==> config.mk <==
export PLATFORM = sky130hd
export DESIGN_NAME = grf_mp
export DESIGN_NICKNAME = d
export VERILOG_FILES = /design/src/rtl/grf_mp.sv
export SDC_FILE = /design/constraint.sdc
export NUM_CORES = 2
export LEC_CHECK = 0
export CAP_MARGIN = 5
export CELL_PAD_IN_SITES_DETAIL_PLACEMENT = 0
export CELL_PAD_IN_SITES_GLOBAL_PLACEMENT = 2
export CORE_ASPECT_RATIO = 1.5
export CORE_MARGIN = 4
export CORE_UTILIZATION = 47
export CTS_CLUSTER_DIAMETER = 30
export CTS_CLUSTER_SIZE = 12
export DETAILED_ROUTE_END_ITERATION = 10
export HOLD_SLACK_MARGIN = 0.03
export PLACE_DENSITY = 0.95
export SETUP_SLACK_MARGIN = 0.02
export SLEW_MARGIN = 10
export SYNTH_ARGS = -nofsm -noshare
export SYNTH_HDL_FRONTEND = slang
export SYNTH_SLANG_ARGS = --single-unit
export TNS_END_PERCENT = 5
==> constraint.sdc <==
create_clock -name clk -period 8.7 [get_ports clk]
set_input_delay 2.61 -clock clk [delete_from_list [all_inputs] [get_ports clk]]
set_output_delay 2.61 -clock clk [all_outputs]
set_load 0.02 [all_outputs]
==> src/rtl/grf_mp.sv <==
// Multi-port register file: combinational reads with optional write bypass, two prioritised write ports, pending-write scoreboard, registered write trace.
// Latency: reads 0 cycles, writes visible next cycle (same cycle with BYPASS=1), trace 1 cycle; no backpressure, every request is taken.
module grf_mp #(
    parameter int DATA_W = 32,
    parameter int ADDR_W = 5,
    parameter int NUM_RD = 2,
    parameter int BYPASS = 1
) (
    input  logic                       clk,
    input  logic                       reset,
    input  logic [NUM_RD*ADDR_W-1:0]   rd_addr,
    output logic [NUM_RD*DATA_W-1:0]   rd_data,
    output logic [NUM_RD-1:0]          rd_busy,
    input  logic                       wa_en,
    input  logic [ADDR_W-1:0]          wa_addr,
    input  logic [DATA_W-1:0]          wa_data,
    input  logic [31:0]                wa_pc,
    input  logic                       wb_en,
    input  logic [ADDR_W-1:0]          wb_addr,
    input  logic [DATA_W-1:0]          wb_data,
    input  logic [31:0]                wb_pc,
    input  logic                       bs_en,
    input  logic [ADDR_W-1:0]          bs_addr,
    output logic [1:0]                 tr_valid,
    output logic [ADDR_W-1:0]          tr_addr_a,
    output logic [DATA_W-1:0]          tr_data_a,
    output logic [31:0]                tr_pc_a,
    output logic [ADDR_W-1:0]          tr_addr_b,
    output logic [DATA_W-1:0]          tr_data_b,
    output logic [31:0]                tr_pc_b
);
    localparam int DEPTH = 1 << ADDR_W;

    logic [DATA_W-1:0] mem [DEPTH];
    logic [DEPTH-1:0]  busy;
    logic [DEPTH-1:0]  busy_nxt;

    // Clears first, then the set, so a new producer outlives a retiring one.
    always_comb begin
        busy_nxt = busy;
        if (wa_en) busy_nxt[wa_addr] = 1'b0;
        if (wb_en) busy_nxt[wb_addr] = 1'b0;
        if (bs_en) busy_nxt[bs_addr] = 1'b1;
        busy_nxt[0] = 1'b0;
    end

    always_ff @(posedge clk) begin
        if (reset) begin
            for (int i = 0; i < DEPTH; i++) mem[i] <= '0;
            busy <= '0;
        end else begin
            // Port B is assigned last so it wins an address collision.
            if (wa_en && wa_addr != '0) mem[wa_addr] <= wa_data;
            if (wb_en && wb_addr != '0) mem[wb_addr] <= wb_data;
            busy <= busy_nxt;
        end
    end

    always_ff @(posedge clk) begin
        if (reset) begin
            tr_valid  <= '0;
            tr_addr_a <= '0;
            tr_data_a <= '0;
            tr_pc_a   <= '0;
            tr_addr_b <= '0;
            tr_data_b <= '0;
            tr_pc_b   <= '0;
        end else begin
            tr_valid <= {wb_en, wa_en};
            if (wa_en) begin
                tr_addr_a <= wa_addr;
                tr_data_a <= wa_data;
                tr_pc_a   <= wa_pc;
            end
            if (wb_en) begin
                tr_addr_b <= wb_addr;
                tr_data_b <= wb_data;
                tr_pc_b   <= wb_pc;
            end
        end
    end

    for (genvar k = 0; k < NUM_RD; k++) begin : g_rd
        logic [ADDR_W-1:0] a;
        logic [DATA_W-1:0] d;

        assign a = rd_addr[k*ADDR_W +: ADDR_W];

        always_comb begin
            d = mem[a];
            if (BYPASS != 0) begin
                if (wb_en && wb_addr == a)      d = wb_data;
                else if (wa_en && wa_addr == a) d = wa_data;
            end
            if (a == '0) d = '0;
        end

        assign rd_data[k*DATA_W +: DATA_W] = d;
        assign rd_busy[k] = (a != '0) && busy[a];
    end

endmodule
==> results.toml <==
[outcome]
outcome = "finished with violations"
violations = "setup timing"

[synth]
synthFlopType = "edfxtp_1"
netlist_area_um2 = 66600
synth_edf_count = 1024
ys_types = 63
yosys.area.top_type_share_pct = 46.2
synth-async-reset-ratio_pct = 0
syn-instance-count = 4788
ys_ff_latch = 1195
synth.area.top_cells = "edfxtp_1 46%, mux4_2 14%, a22o_1 13%, dfxtp_1 5.1%, mux2i_1 4.9%"
avgSynthCellArea_um2 = 13.9
synth.yosys.warnings = 0
ys_seq_area_share_pct = 51.3
synth_area_leader_cell = "edfxtp_1"

[timing]
setup_ws_ns = -0.0560
worstMarginPinSlew_ns = 1.33
period_minus_slack_ns = 8.76
setup_tns_ns = -0.151
clock_skew_ns = 0
setup_viol = 5
rsz0062_at_grt = "yes"
slew_viol_final = 0
min_period_over_period_pct = 101
final_hold_viol_count = 0
timing.slew.headroom_pct = 11.0
fmax_ghz = 0.114

[power_and_ir_drop]
netSwitchingFraction_pct = 26.7
intPower_w = 0.0125
clock_power_share_pct = 47.5
p_total_w = 0.0171
power.density_nw_per_um2 = 215
combPwrFrac_pct = 13.2
ir_drop_v = 0.000228
seqPwrFrac_pct = 39.3
leakage_nw = 28.1
p_switching_w = 0.00457

[cts]
ctsHtreeMaxLevel = 4
clk_path_buf_depth = 3
ctsHoldBuffers = 0
cts.clk_slew.worst_paths_ns = 0.05
cts_tree = "yes"
cts_inserted_buffers = 201
cts.sinks = 1195
cts_setup_buffers = 0
root_buffer = "clkbuf_16"
clock_latency_ns = 0.80

[setup_path]
crit_fanout = 24
crit_chain = "clkdlybuf4s50_1 > xor2_1 > nor4_1 > and3_1 > buf_12 > nor2b_4 > a221o_1 > clkdlybuf4s50_1"
max_stage_delay_ns = 0.96
regToRegSetupSlack_ns = 7.89
crit_top_cell = "clkdlybuf4s50_1"
ff2ff_path_depth = 4
crit_cells = 8
crit_slowest_cell = "nor2b_4"
worstSetupEndpoint = "rd_data[6]"
startpoint_type = "primary input"
cp_top_family = "simple AND/OR/NAND/NOR gates"
r2r-end = "busy[16]"
crit_start = "rd_addr[2]"
required_ns = 6.09
worst-endpoint-arrival_ns = 6.15
critPathKind = "primary input to output port"
cp-end-kind = "output port"
r2r-start = "busy[16]"
crit_buf_inv = 3

[grt]
grt_pass1_vias = 52100
grt_max_degree = 138
grt_usage_pct = 34.2
grt_antenna_before_repair = 9
grt-ovfl-total = 0
grt_pass1_wl_um = 367000

[final_layout]
nNetsFinal = 5099
layout_commonest_cell = "edfxtp_1"
final_cell_mix = "1024 x edfxtp_1, 1021 x a22o_1, 405 x mux4_2"
design_area_um2 = 79700
syn2layout_area_growth_pct = 19.8
drive_gt1_share_pct = 26.3

[job]
drv_cap = 0

[routing]
met3WireLength_um = 39300
wl_met1_um = 85100
vias_per_cell = 7.40
drt_first_pass_iters = 7
drtIter0Drc = 7348
vias = 51700
highest-signal-layer = "met5"
drtAntennaViolNets = 0
routed_wl_um = 258000
dr_wl_met2_um = 117000
post_drt_wl_per_cell_um = 36.9
route.detailed.drc = 0

[floorplanning]
start_util_pct = 47.5
dieArea_um2 = 148000
die_h_um = 469
rows = 168
design.portCount = 364
coreArea_um2 = 140000
dieWidth_um = 315

[min_path]
hp-start = "tr_addr_a[0]"
hold_path.class = "register to register"

[place]
hpwl_um = 161000
placed_area_um2 = 72800
dp_slack_ns = -0.0182
gp_congestion = 0.918
port_buffers = 363
-- stage by stage --
step,instances,hold WS [ns],util (%)
final,6984,0.479,56.9
after global routing,6980,0.517,56.8
after CTS,6978,0.479,56.8
after detailed placement,6608,0.465,51.9
after global placement,6608,0.461,51.9
after floorplan,4819,0.457,-
-- registers in the layout (all words and copies together) (netlist names) --
name / count
tr_addr_b: 5
tr_addr_a: 5
tr_valid: 2
tr_data_b: 32
busy: 31
tr_pc_b: 32
tr_pc_a: 32
mem: 1024
tr_data_a: 32
-- worst min-delay path, cell delays in order (launching register included) --
cell and delay [ns]:
dfxtp_1 0.31, nand2b_1 0.06, a21oi_1 0.06
-- kinds of logic (layout without fill, tap and decap cells) --
group | after synthesis | in the layout | share of synthesized area [%]
other | 1 | 38 | 0.00563
muxes | 858 | 858 | 20.8
xor gates and xnor gates | 20 | 20 | 0.263
and+or+nand+nor | 522 | 522 | 3.89
buffers and inverters | 755 | 1044 | 4.88
AOI/OAI and AO/OA | 1437 | 1437 | 18.8
DFF | 1195 | 1195 | 51.3
-- worst min-delay path by stage --
stage                              end  slack [ns]  depth (start not counted)
after global routing          busy[15]        0.52                          2
after global placement    tr_addr_a[0]        0.46                          2
final                     tr_addr_a[0]        0.48                          2
after CTS                 tr_addr_b[0]        0.48                          2
after floorplan                busy[4]        0.46                          2
after detailed placement  tr_addr_a[0]        0.47                          2
-- Yosys cell counts (15+ instances only) --
library cell,count
edfxtp_1,1024
a22oi_1,68
a221o_1,63
a221oi_2,26
a221oi_1,64
buf_6,16
dfxtp_1,171
a211oi_1,34
o221ai_1,100
mux2_2,125
buf_1,83
nand2_1,66
and3_1,37
nor2_1,234
buf_2,125
nor3b_1,15
a21oi_1,16
nor3_1,27
nor4_1,65
clkbuf_1,496
o21ai_0,28
mux2i_1,326
buf_4,23
a22o_1,1021
mux4_2,405
-- power groups by stage --
| stage | clock network [W] | registers (W) | logic (W) |
|---|---|---|---|
| after global routing | 0.00842 | 0.00677 | 0.00233 |
| after detailed placement | 0 | 0.00684 | 0.00219 |
| after global placement | 0 | 0.00680 | 0.00217 |
| after floorplan | 0 | 0.00684 | 0.00126 |
| final | 0.00812 | 0.00673 | 0.00226 |
| after CTS | 0.00814 | 0.00673 | 0.00220 |
-- layout make-up --
| cell class | count | area (µm²) |
|---|---|---|
| multi-input combinational | 2869 | 29800 |
| clock buffer | 215 | 5180 |
| clock inverter | 155 | 1720 |
| tap | 1870 | 2340 |
| timing repair buffer | 666 | 6460 |
| inverter | 8 | 30.0 |
| sequential | 1195 | 34200 |
| fill | 10900 | 60500 |
| antenna | 6 | 15.0 |
-- layer usage --
layer / track usage, % / vias to the layer above
met1: 41.5 / 25700
met3: 13.2 / 1154
met4: 18.3 / 2
li1: - / 20300
met2: 53.0 / 4575
met5: 0 / -
-- repair_timing --
action,4_1_cts,5_1_grt
pin swaps,0,0
endpoints found under the setup margin,3,11
gates resized for setup,1,3
(Power assumes the default switching activity.)
